--- src/rtl/track_corr_bank.sv ---
// Multi-tap early..late I/Q correlator bank with epoch dump handshake.
// TRACK_CORR_BANK_SATURATE_EN: saturating accumulators (default wraps).
module track_corr_bank #(
  parameter int INPUT_WIDTH = 3,
  parameter int NUM_TAPS    = 3,
  parameter int TAP_SPACING = 8,
  parameter int ACC_WIDTH   = 24,
  parameter int COUNT_WIDTH = 16
) (
  input  logic                              clk,
  input  logic                              reset_n,
  input  logic                              sample_valid,
  input  logic signed [INPUT_WIDTH-1:0]     data_i,
  input  logic signed [INPUT_WIDTH-1:0]     data_q,
  input  logic                              ca_bit,
  input  logic                              epoch,
  input  logic                              dump_ack,
  output logic                              dump_valid,
  output logic [NUM_TAPS*ACC_WIDTH-1:0]     dump_i,
  output logic [NUM_TAPS*ACC_WIDTH-1:0]     dump_q,
  output logic [COUNT_WIDTH-1:0]            dump_count,
  output logic                              overrun
);

  localparam int L  = (NUM_TAPS - 1) * TAP_SPACING;
  localparam int DL = (L > 0) ? L : 1;

  typedef logic signed [ACC_WIDTH-1:0] acc_t;

  logic [DL-1:0]          d;
  logic [NUM_TAPS-1:0]    code;
  acc_t                   acc_i  [NUM_TAPS];
  acc_t                   acc_q  [NUM_TAPS];
  acc_t                   prod_i [NUM_TAPS];
  acc_t                   prod_q [NUM_TAPS];
  acc_t                   sum_i  [NUM_TAPS];
  acc_t                   sum_q  [NUM_TAPS];
  acc_t                   ext_i;
  acc_t                   ext_q;
  logic [COUNT_WIDTH-1:0] count;
  logic                   dump_fire;

  function automatic acc_t acc_add(input acc_t a, input acc_t b);
    acc_t s;
    s = a + b;
`ifdef TRACK_CORR_BANK_SATURATE_EN
    if (a[ACC_WIDTH-1] == b[ACC_WIDTH-1] &&
        s[ACC_WIDTH-1] != a[ACC_WIDTH-1])
      s = a[ACC_WIDTH-1] ? {1'b1, {(ACC_WIDTH-1){1'b0}}}
                         : {1'b0, {(ACC_WIDTH-1){1'b1}}};
`endif
    return s;
  endfunction

  assign ext_i = {{(ACC_WIDTH-INPUT_WIDTH){data_i[INPUT_WIDTH-1]}}, data_i};
  assign ext_q = {{(ACC_WIDTH-INPUT_WIDTH){data_q[INPUT_WIDTH-1]}}, data_q};

  // Tap 0 sees the live chip; later taps read the pre-shift delay line.
  for (genvar k = 0; k < NUM_TAPS; k++) begin : g_tap
    if (k == 0) begin : g_live
      assign code[k] = ca_bit;
    end else begin : g_del
      assign code[k] = d[k*TAP_SPACING-1];
    end
    assign prod_i[k] = code[k] ? -ext_i : ext_i;
    assign prod_q[k] = code[k] ? -ext_q : ext_q;
    assign sum_i[k]  = acc_add(acc_i[k], prod_i[k]);
    assign sum_q[k]  = acc_add(acc_q[k], prod_q[k]);
  end

  assign dump_fire = sample_valid & epoch;

  always_ff @(posedge clk or negedge reset_n) begin
    if (!reset_n) begin
      d          <= '0;
      count      <= '0;
      dump_i     <= '0;
      dump_q     <= '0;
      dump_count <= '0;
      for (int k = 0; k < NUM_TAPS; k++) begin
        acc_i[k] <= '0;
        acc_q[k] <= '0;
      end
    end else if (sample_valid) begin
      d[0] <= ca_bit;
      for (int j = 1; j < DL; j++)
        d[j] <= d[j-1];
      if (epoch) begin
        dump_count <= count;
        count      <= COUNT_WIDTH'(1);
        for (int k = 0; k < NUM_TAPS; k++) begin
          dump_i[k*ACC_WIDTH +: ACC_WIDTH] <= acc_i[k];
          dump_q[k*ACC_WIDTH +: ACC_WIDTH] <= acc_q[k];
          acc_i[k] <= prod_i[k];
          acc_q[k] <= prod_q[k];
        end
      end else begin
        if (count != {COUNT_WIDTH{1'b1}})
          count <= count + COUNT_WIDTH'(1);
        for (int k = 0; k < NUM_TAPS; k++) begin
          acc_i[k] <= sum_i[k];
          acc_q[k] <= sum_q[k];
        end
      end
    end
  end

  // A new dump wins over a same-cycle ack; unacked overwrite is sticky.
  always_ff @(posedge clk or negedge reset_n) begin
    if (!reset_n) begin
      dump_valid <= 1'b0;
      overrun    <= 1'b0;
    end else if (dump_fire) begin
      dump_valid <= 1'b1;
      if (dump_valid && !dump_ack)
        overrun <= 1'b1;
    end else if (dump_valid && dump_ack) begin
      dump_valid <= 1'b0;
    end
  end

endmodule

--- config.mk ---
export PLATFORM = sky130hd
export DESIGN_NAME = track_corr_bank
export DESIGN_NICKNAME = d
export VERILOG_FILES = /design/src/rtl/track_corr_bank.sv
export SDC_FILE = /design/constraint.sdc
export NUM_CORES = 1
export LEC_CHECK = 0
export CELL_PAD_IN_SITES_DETAIL_PLACEMENT = 1
export CELL_PAD_IN_SITES_GLOBAL_PLACEMENT = 1
export CORE_ASPECT_RATIO = 2
export CORE_MARGIN = 5
export CORE_UTILIZATION = 31
export CTS_CLUSTER_DIAMETER = 200
export DETAILED_ROUTE_END_ITERATION = 8
export PLACE_DENSITY = 0.6
export REMOVE_ABC_BUFFERS = 1
export SKIP_LAST_GASP = 1
export SLEW_MARGIN = 20
export SYNTH_ARGS = -nofsm -noshare
export SYNTH_HDL_FRONTEND = slang
export SYNTH_SLANG_ARGS = --single-unit
--- constraint.sdc ---
create_clock -name clk -period 5.95 [get_ports clk]
set_clock_uncertainty 0.2 [all_clocks]
set_input_delay 1.19 -clock clk [delete_from_list [all_inputs] [get_ports clk]]
set_output_delay 1.19 -clock clk [all_outputs]
set_load 0.02 [all_outputs]
==> impl_metrics.csv, run 1 <==
group,metric,value,unit
finish,final_cell_area,25100,µm²
placement,place.gp.congestion,0.896,
clock_tree,ctsHoldBuffers,0,
yosys,ys.flop_type,"dfrtp_1",
timing,finalHoldViolCount,0,
timing,relSlewSlack,0.423,
timing,setup-violations-final,0,
run,max_cap_viol_count,0,
yosys,synth_edf_count,0,
yosys,synth_seq_cells,338,
finish,area_delta_synth_final,18.9,%
placement,hpwl,51.9,mm
floorplanning,num_rows,135,
clock_tree,cts_max_path_buffers,3,
floorplanning,io_pins,174,
finish,mostFrequentLayoutCell,"nand2_1",
drt,viasPerCell,5.29,
power_and_ir_drop,powerDensity,535,nW/µm²
clock_tree,cts_tree,"yes",
min_path,hold_path_class,"reg -> reg",
clock_tree,cts.htree.levels,2,
yosys,synth_cells,2488,
timing,fin_ws,1.04,ns
floorplanning,die_h,379,µm
clock_tree,post_cts_buffers,0,
power_and_ir_drop,leakage,11.5,nW
drt,drc,0,
timing,fin_crit_sh,0.825,
critical_path,cp_max_fo,11,
yosys,seq_area_frac_synth,0.401,
grt,grt_max_degree,116,
drt,drt_wl_total,71.2,mm
run_status,status,"finished clean",
drt,vias,18716,
finish,nFillCells,7961,
clock_tree,ctsResizeCount,0,
finish,regArea,8460,µm²
finish,fin_nets,2789,
finish,drive_above_1_share,0.0582,
grt,grt_util_all_layers,0.190,
critical_path,cp-end-kind,"flip-flop",
critical_path,cp-start-kind,"input port",
finish,multi_input_area,11900,µm²
critical_path,worstPathArrival,5.13,ns
drt,dr.pass1.iters,6,
placement,place_area,23800,µm²
clock_tree,cts_made_buffers,37,
timing,max_clock_freq,204,MHz
critical_path,worstSetupPathType,"in -> reg",
drt,drtIter0Drc,573,
yosys,synth_area,21100,µm²
drt,wl_per_cell,20.1,µm
floorplanning,die_w,194,µm
timing,fin_crit,4.91,ns
clock_tree,clk_latency,0.57,ns
timing,drv_slew,0,
placement,io_buffers,173,
clock_tree,cts_root_buf,"clkbuf_16",
timing,worst_pin_slew,0.856,ns
grt,grt_pass1_wl,114,mm
placement,place_ws,0.484,ns
yosys,synthArstFlopShare,1.00,
yosys,yosys_warnings,0,
grt,grt_overflow,0,
power_and_ir_drop,vdd_ir_drop_max,0.203,mV
grt,antenna_found_initial,1,
critical_path,crit_required,6.17,ns
finish,layout_common_cells,"608 x nand2_1, 338 x dfrtp_1, 191 x a21oi_1, 186 x nor2_1, 170 x clkdlybuf4s50_1",
drt,drtAntennaViolNets,0,
clock_tree,path_clk_slew,0.06,ns
grt,grt_pass1_vias,20438,
floorplanning,initial_utilization,0.312,
floorplanning,die_area,73600,µm²
yosys,syn_avg_cell_area,8.47,µm²
clock_tree,clock_sinks,338,
floorplanning,core_area,67600,µm²
timing,rsz0062_at_grt,"false",
yosys,ys_types,80,
==> sequential cells by signal (all words and copies together) (netlist names) <==
| name | flops |
|---|---|
| dump_q | 72 |
| acc_q | 72 |
| acc_i | 72 |
| d | 16 |
| dump_count | 16 |
| dump_i | 72 |
| count | 16 |
| dump_valid | 1 |
| overrun | 1 |
==> where the power goes <==
| part | switching, mW | total, mW | leakage, nW | internal, mW |
|---|---|---|---|---|
| combinational | 4.15 | 7.22 | 6.78 | 3.07 |
| sequential | 0.664 | 3.70 | 4.10 | 3.04 |
| clock | 1.03 | 2.48 | 0.622 | 1.45 |
==> critical path: stages <==
cell and delay (ns):
clkdlybuf4s50_1 0.62, inv_1 0.13, nand3_1 0.11, ha_1 0.20
nand2_1 0.06, and2_1 0.26, inv_1 0.40, ha_1 0.33
a211oi_1 0.26, o211ai_1 0.16, a311oi_1 0.52, o31a_1 0.23
o21ai_0 0.14, a31oi_1 0.23, xor2_1 0.18, o221ai_1 0.11
==> per-layer routing <==
layer,global-route usage,wire length [µm]
met2,0.364,37900
met1,0.213,28700
met4,0.0696,2600
met5,0,0
met3,0.0223,2000
==> final timing paths <==
check	from	to	slack, ns	cells after the start
max	data_q[2]	acc_q[70]	1.04	16
min	dump_i[46]	dump_i[46]	0.27	2
max reg2reg	d[15]	acc_q[16]	2.00	13
min reg2reg	dump_i[46]	dump_i[46]	0.27	2
max in group asynchronous	reset_n	count[14]	4.02	2
min in group asynchronous	reset_n	dump_i[14]	0.40	1
==> final cells by class <==
class                      instances  share of cell area
clock buffer                      50              0.0430
clock inverter                    15             0.00749
tap                              890              0.0444
antenna                            1           0.0000999
sequential                       338               0.337
multi-input combinational       1964               0.475
timing repair buffer             206              0.0813
inverter                          75              0.0113
==> cell usage after synthesis (all sizes together), types with 27 or more instances <==
library cell  instances  area [µm²]
nand2               609        2290
inv                  75         282
o211ai               43         323
nor3                 31         155
a21o                 67         504
xnor2                72         631
xor2                 28         245
dfrtp               338        8460
a31oi                37         231
nor2                187         702
a21oi               192         965
buf                  28         139
o21a                 42         315
clkbuf               83         312
mux2i                27         270
o21ai               133         666
nand3                53         265
ha                  149        1860
==> metrics by stage <==
step | hold WS (ns) | TNS (ns) | std cells | utilization | total power [mW]
floorplan | 0.248 | -226.19 | 2377 | - | 8.59
global placement | 0.257 | 0 | 3473 | 0.352 | 10.8
detailed placement | 0.262 | 0 | 3473 | 0.352 | 11.0
CTS | 0.276 | 0 | 3538 | 0.371 | 13.6
global route | 0.280 | 0 | 3538 | 0.371 | 14.4
finish | 0.270 | 0 | 3539 | 0.371 | 13.4
==> cell families after synthesis <==
logic type               synth area share
buffers and inverters              0.0347
flip-flops                          0.401
AND/OR/NAND/NOR                     0.199
AO/OA/AOI/OAI                       0.205
XOR/XNOR                           0.0416
adder cells (fa/ha/maj)            0.0941
multiplexers                       0.0246
(Power assumes the default switching activity.)
==> run 2: changes to the inputs <==
==> constraint.sdc (replaced) <==
create_clock -name clk -period 4.6 [get_ports clk]
set_clock_uncertainty 0.2 [all_clocks]
set_input_delay 0.92 -clock clk [delete_from_list [all_inputs] [get_ports clk]]
set_output_delay 0.92 -clock clk [all_outputs]
set_load 0.02 [all_outputs]
==> impl_metrics.csv, run 2 (same netlist as run 1, synthesis figures left out) <==
group,metric,value,unit
placement,place_area,25800,µm²
critical_path,cp-end-kind,"flip-flop",
drt,vias,19762,
timing,finalHoldViolCount,0,
grt,grtUsageMet2,0.397,
finish,nFillCells,7959,
min_path,hold_path_class,"in -> async",
clock_tree,path_clk_slew,0.07,ns
critical_path,r2r-start,"d[7]",
grt,grt_overflow,0,
placement,place_ws,-0.413,ns
finish,final_cell_area,27100,µm²
floorplanning,core_area,67600,µm²
drt,drc,0,
run_status,status,"finished clean",
run,max_cap_viol_count,0,
drt,drt_wl_total,75.6,mm
finish,fin_cells,3805,
drt,dr.pass1.iters,5,
floorplanning,io_pins,174,
clock_tree,ctsHoldBuffers,0,
critical_path,critPathSlowestCell,"clkdlybuf4s50_1",
placement,io_buffers,173,
finish,mostFrequentLayoutCell,"nand2_1",
grt,grt_pass1_vias,21963,
critical_path,cp_max_fo,4,
placement,place.gp.congestion,0.891,
placement,hpwl,56.6,mm
grt,gr-usage-met3,0.0220,
grt,busiest_layer,"met2",
critical_path,worstSetupPathType,"in -> reg",
floorplanning,die_h,379,µm
clock_tree,clock_sinks,338,
floorplanning,initial_utilization,0.312,
timing,worst_pin_slew,0.917,ns
timing,holdWs,0.163,ns
drt,drtIter0Drc,714,
clock_tree,clk_latency,0.56,ns
clock_tree,cts_root_buf,"clkbuf_16",
critical_path,crit_required,4.91,ns
grt,grt_util_all_layers,0.201,
floorplanning,num_rows,135,
timing,relSlewSlack,0.388,
clock_tree,cts_tree,"yes",
finish,layout_common_cells,"608 x nand2_1, 338 x dfrtp_1, 291 x buf_4, 191 x a21oi_1, 186 x nor2_1",
grt,grt_pass1_wl,120,mm
floorplanning,die_w,194,µm
critical_path,cp-start-kind,"input port",
floorplanning,die_area,73600,µm²
clock_tree,cts_made_buffers,38,
finish,area_delta_synth_final,28.7,%
clock_tree,cts_max_path_buffers,3,
power_and_ir_drop,powerDensity,702,nW/µm²
timing,fin_crit_sh,0.942,
clock_tree,cts.htree.levels,2,
drt,drtAntennaViolNets,0,
finish,final_util,0.402,
drt,viasPerCell,5.19,
timing,drv_slew,0,
timing,setup-violations-final,0,
drt,wl_per_cell,19.9,µm
critical_path,worstPathArrival,4.64,ns
power_and_ir_drop,power.total,19.0,mW
critical_path,crit_path_cell_trace,"clkdlybuf4s50_1, inv_1, ha_1, inv_1, ha_1, a21oi_1, ha_1, a211oi_1, buf_4, o211ai_1, a311oi_1, buf_4, buf_4, o31ai_1, nand3_1, o21ai_0, mux2_2, nand3_1",
timing,fin_ws,0.266,ns
timing,fin_tns_setup,0,ns
grt,antenna_found_initial,0,
finish,drive_above_1_share,0.145,
grt,grt_max_degree,112,
power_and_ir_drop,vdd_ir_drop_max,0.323,mV
critical_path,crit_start,"data_q[0]",
grt,use_met1,0.218,
placement,dp.cells,3737,
power_and_ir_drop,leakage,12.8,nW
timing,max_clock_freq,231,MHz
critical_path,critPathMaxStageDelay,0.57,ns
timing,fin_crit,4.33,ns
finish,fin_nets,3056,
timing,rsz0062_at_grt,"false",
run 2: cell types whose count changed in the layout (fill, tap and decap cells not counted):
cell	previous run	this run
clkbuf_1	5	4
o31ai_1	7	6
clkinvlp_4	2	5
clkinv_2	8	6
inv_8	0	1
clkbuf_8	6	5
o31ai_2	1	2
buf_12	4	9
buf_4	30	291
run 2: timing repair:
item	CTS	global route
setup buffers	0	2
resized for setup	0	1
setup endpoints to repair	0	4
run 2: cell type report:
type | instances | area [µm²] | share of cell area
Multi-Input combinational cell | 1964 | 11900 | 0.439
Antenna cell | 1 | 2.50 | 0.0000922
Timing Repair Buffer | 472 | 4100 | 0.151
Inverter | 75 | 283 | 0.0104
Clock inverter | 17 | 211 | 0.00779
Clock buffer | 48 | 1060 | 0.0391
Sequential cell | 338 | 8460 | 0.312
Tap cell | 890 | 1110 | 0.0410
run 2: critical path, delay by kind of cell:
family,cells,cell delay (ns)
AOI/OAI and AO/OA,6,1.28
buffers and inverters,6,1.17
adders and majority gates,3,0.70
muxes,1,0.35
and+or+nand+nor,2,0.23
run 2: worst paths after layout:
path / end / slack (ns) / cells past startpoint
worst min register to register: dump_i[46] / 0.27 / 2
max in group asynchronous: count[1] / 2.92 / 2
worst max register to register: acc_i[46] / 0.86 / 13
worst max-delay path: acc_q[68] / 0.27 / 18
worst min-delay path: dump_i[16] / 0.16 / 1
min in group clk: dump_i[46] / 0.27 / 2
run 2: layer usage:
metal / wire length (µm) / up-vias / share of wire
li1: - / 9498 / -
met1: 29500 / 9815 / 0.39
met2: 41300 / 308 / 0.55
met3: 1990 / 141 / 0.026
met4: 2830 / 0 / 0.037
met5: 0 / - / 0
run 2: power breakdown:
part | switching [mW] | leakage (nW) | total (mW) | internal [mW]
Clock | 1.38 | 0.613 | 3.24 | 1.86
Sequential | 0.858 | 4.10 | 4.79 | 3.93
Combinational | 5.78 | 8.10 | 11.0 | 5.24
Total | 8.02 | 12.8 | 19.0 | 11.0
==> run 3: changes to the inputs <==
==> constraint.sdc (replaced) <==
create_clock -name clk -period 4.6 [get_ports clk]
set_clock_uncertainty 0.2 [all_clocks]
set_input_delay 0.69 -clock clk [delete_from_list [all_inputs] [get_ports clk]]
set_output_delay 0.69 -clock clk [all_outputs]
set_load 0.02 [all_outputs]
==> impl_metrics.csv, run 3 (same netlist as run 1, synthesis figures left out) <==
group,metric,value,unit
run_status,status,"finished clean",
timing,setup-violations-final,0,
timing,fin_crit_sh,0.914,
critical_path,critPathMaxStageDelay,0.58,ns
drt,wl_per_cell,20.2,µm
floorplanning,die_area,73600,µm²
clock_tree,cts_root_buf,"clkbuf_16",
run,max_cap_viol_count,0,
clock_tree,cts.htree.levels,2,
finish,area_delta_synth_final,22.9,%
clock_tree,clk_latency,0.55,ns
grt,busiest_layer,"met2",
finish,final_cell_area,25900,µm²
clock_tree,post_cts_buffers,0,
drt,drtAntennaViolNets,0,
power_and_ir_drop,power.total,18.1,mW
min_path,hold_path_class,"in -> async",
finish,layout_common_cells,"608 x nand2_1, 338 x dfrtp_1, 191 x a21oi_1, 186 x nor2_1, 170 x clkdlybuf4s50_1",
timing,finalHoldViolCount,0,
timing,rsz0062_at_grt,"false",
floorplanning,core_area,67600,µm²
critical_path,worstPathArrival,4.48,ns
drt,viasPerCell,5.25,
timing,worst_pin_slew,0.900,ns
grt,grtUsageMet2,0.385,
finish,final_util,0.383,
grt,use_met1,0.216,
floorplanning,die_w,194,µm
critical_path,r2r-end,"acc_q[47]",
critical_path,cp-start-kind,"input port",
grt,grt_util_all_layers,0.197,
grt,gr-usage-met3,0.0229,
finish,nFillCells,7967,
floorplanning,io_pins,174,
finish,mostFrequentLayoutCell,"nand2_1",
critical_path,crit_start,"data_q[0]",
critical_path,crit_path_end,"acc_q[68]",
timing,max_clock_freq,238,MHz
critical_path,cp-end-kind,"flip-flop",
floorplanning,die_h,379,µm
drt,drtIter0Drc,641,
grt,grt_pass1_wl,117,mm
clock_tree,cts_made_buffers,36,
timing,fin_crit,4.20,ns
critical_path,worstSetupPathType,"in -> reg",
clock_tree,path_clk_slew,0.07,ns
critical_path,cp_max_fo,5,
grt,grt_overflow,0,
clock_tree,ctsHoldBuffers,0,
power_and_ir_drop,vdd_ir_drop_max,0.298,mV
placement,hpwl,54.9,mm
finish,fin_nets,2899,
grt,antenna_found_initial,1,
placement,place.gp.congestion,0.885,
finish,drive_above_1_share,0.0969,
clock_tree,cts_max_path_buffers,3,
floorplanning,num_rows,135,
drt,vias,19158,
timing,relSlewSlack,0.400,
drt,drt_wl_total,73.7,mm
floorplanning,initial_utilization,0.312,
grt,grt_max_degree,128,
critical_path,rrSetupSlack,0.86,ns
placement,io_buffers,173,
clock_tree,ctsResizeCount,0,
clock_tree,clock_sinks,338,
timing,drv_slew,0,
critical_path,crit_path_cell_trace,"clkdlybuf4s50_1, inv_1, ha_1, inv_1, ha_1, a21oi_1, ha_1, a211oi_1, buf_4, o211ai_1, a311oi_1, buf_4, o31ai_1, nand3_1, o21ai_0, mux2_2, nand3_1",
power_and_ir_drop,leakage,12.0,nW
critical_path,reg2reg_depth,10,
power_and_ir_drop,powerDensity,698,nW/µm²
drt,drc,0,
placement,place_area,24700,µm²
critical_path,cpMostUsedCell,"ha_1",
clock_tree,cts_tree,"yes",
critical_path,critPathSlowestCell,"clkdlybuf4s50_1",
critical_path,r2r-start,"d[7]",
drt,dr.pass1.iters,5,
grt,grt_pass1_vias,21191,
critical_path,crit_required,4.88,ns
run 3: how the worst min path moves through the flow:
stage | start | to | cells after the start
floorplan | reset_n | acc_i[0] | 0
global placement | dump_q[61] | dump_q[61] | 2
detailed placement | overrun | overrun | 1
CTS | reset_n | dump_i[16] | 1
global route | reset_n | dump_i[14] | 1
finish | reset_n | dump_i[14] | 1
run 3: cell type report:
cell class | count | area, µm² | share of cell area
timing repair buffer | 317 | 2920 | 0.113
clock buffer | 41 | 981 | 0.0379
antenna | 1 | 2.50 | 0.0000966
sequential | 338 | 8460 | 0.326
clock inverter | 21 | 245 | 0.00947
inverter | 75 | 283 | 0.0109
multi-input combinational | 1964 | 11900 | 0.459
tap | 890 | 1110 | 0.0430
run 3: critical path: cells and delay by family:
family          cells  cell delay, ns
buf+inv             5            1.06
simple gates        2            0.28
mux                 1            0.36
compound gates      6            1.39
fa+ha+maj           3            0.70
run 3: where the power goes:
part	switching [mW]	internal (mW)
combinational	5.57	4.54
sequential	0.863	3.93
clock	1.35	1.82
run 3: per-layer routing:
layer / wire length [µm] / share of wire
met5: 0 / 0
met4: 2690 / 0.036
met3: 2020 / 0.027
met2: 39800 / 0.54
met1: 29200 / 0.40
run 3: metrics by stage:
step                TNS, ns  hold slack, ns  instances  worst slack, ns
CTS                       0          0.0531       3646            0.426
global placement     -0.457           0.257       3584          -0.0798
global route              0          0.0775       3646            0.119
detailed placement    -1.43           0.261       3584           -0.151
floorplan           -356.24           0.194       2377            -2.57
finish                    0          0.0292       3647            0.397
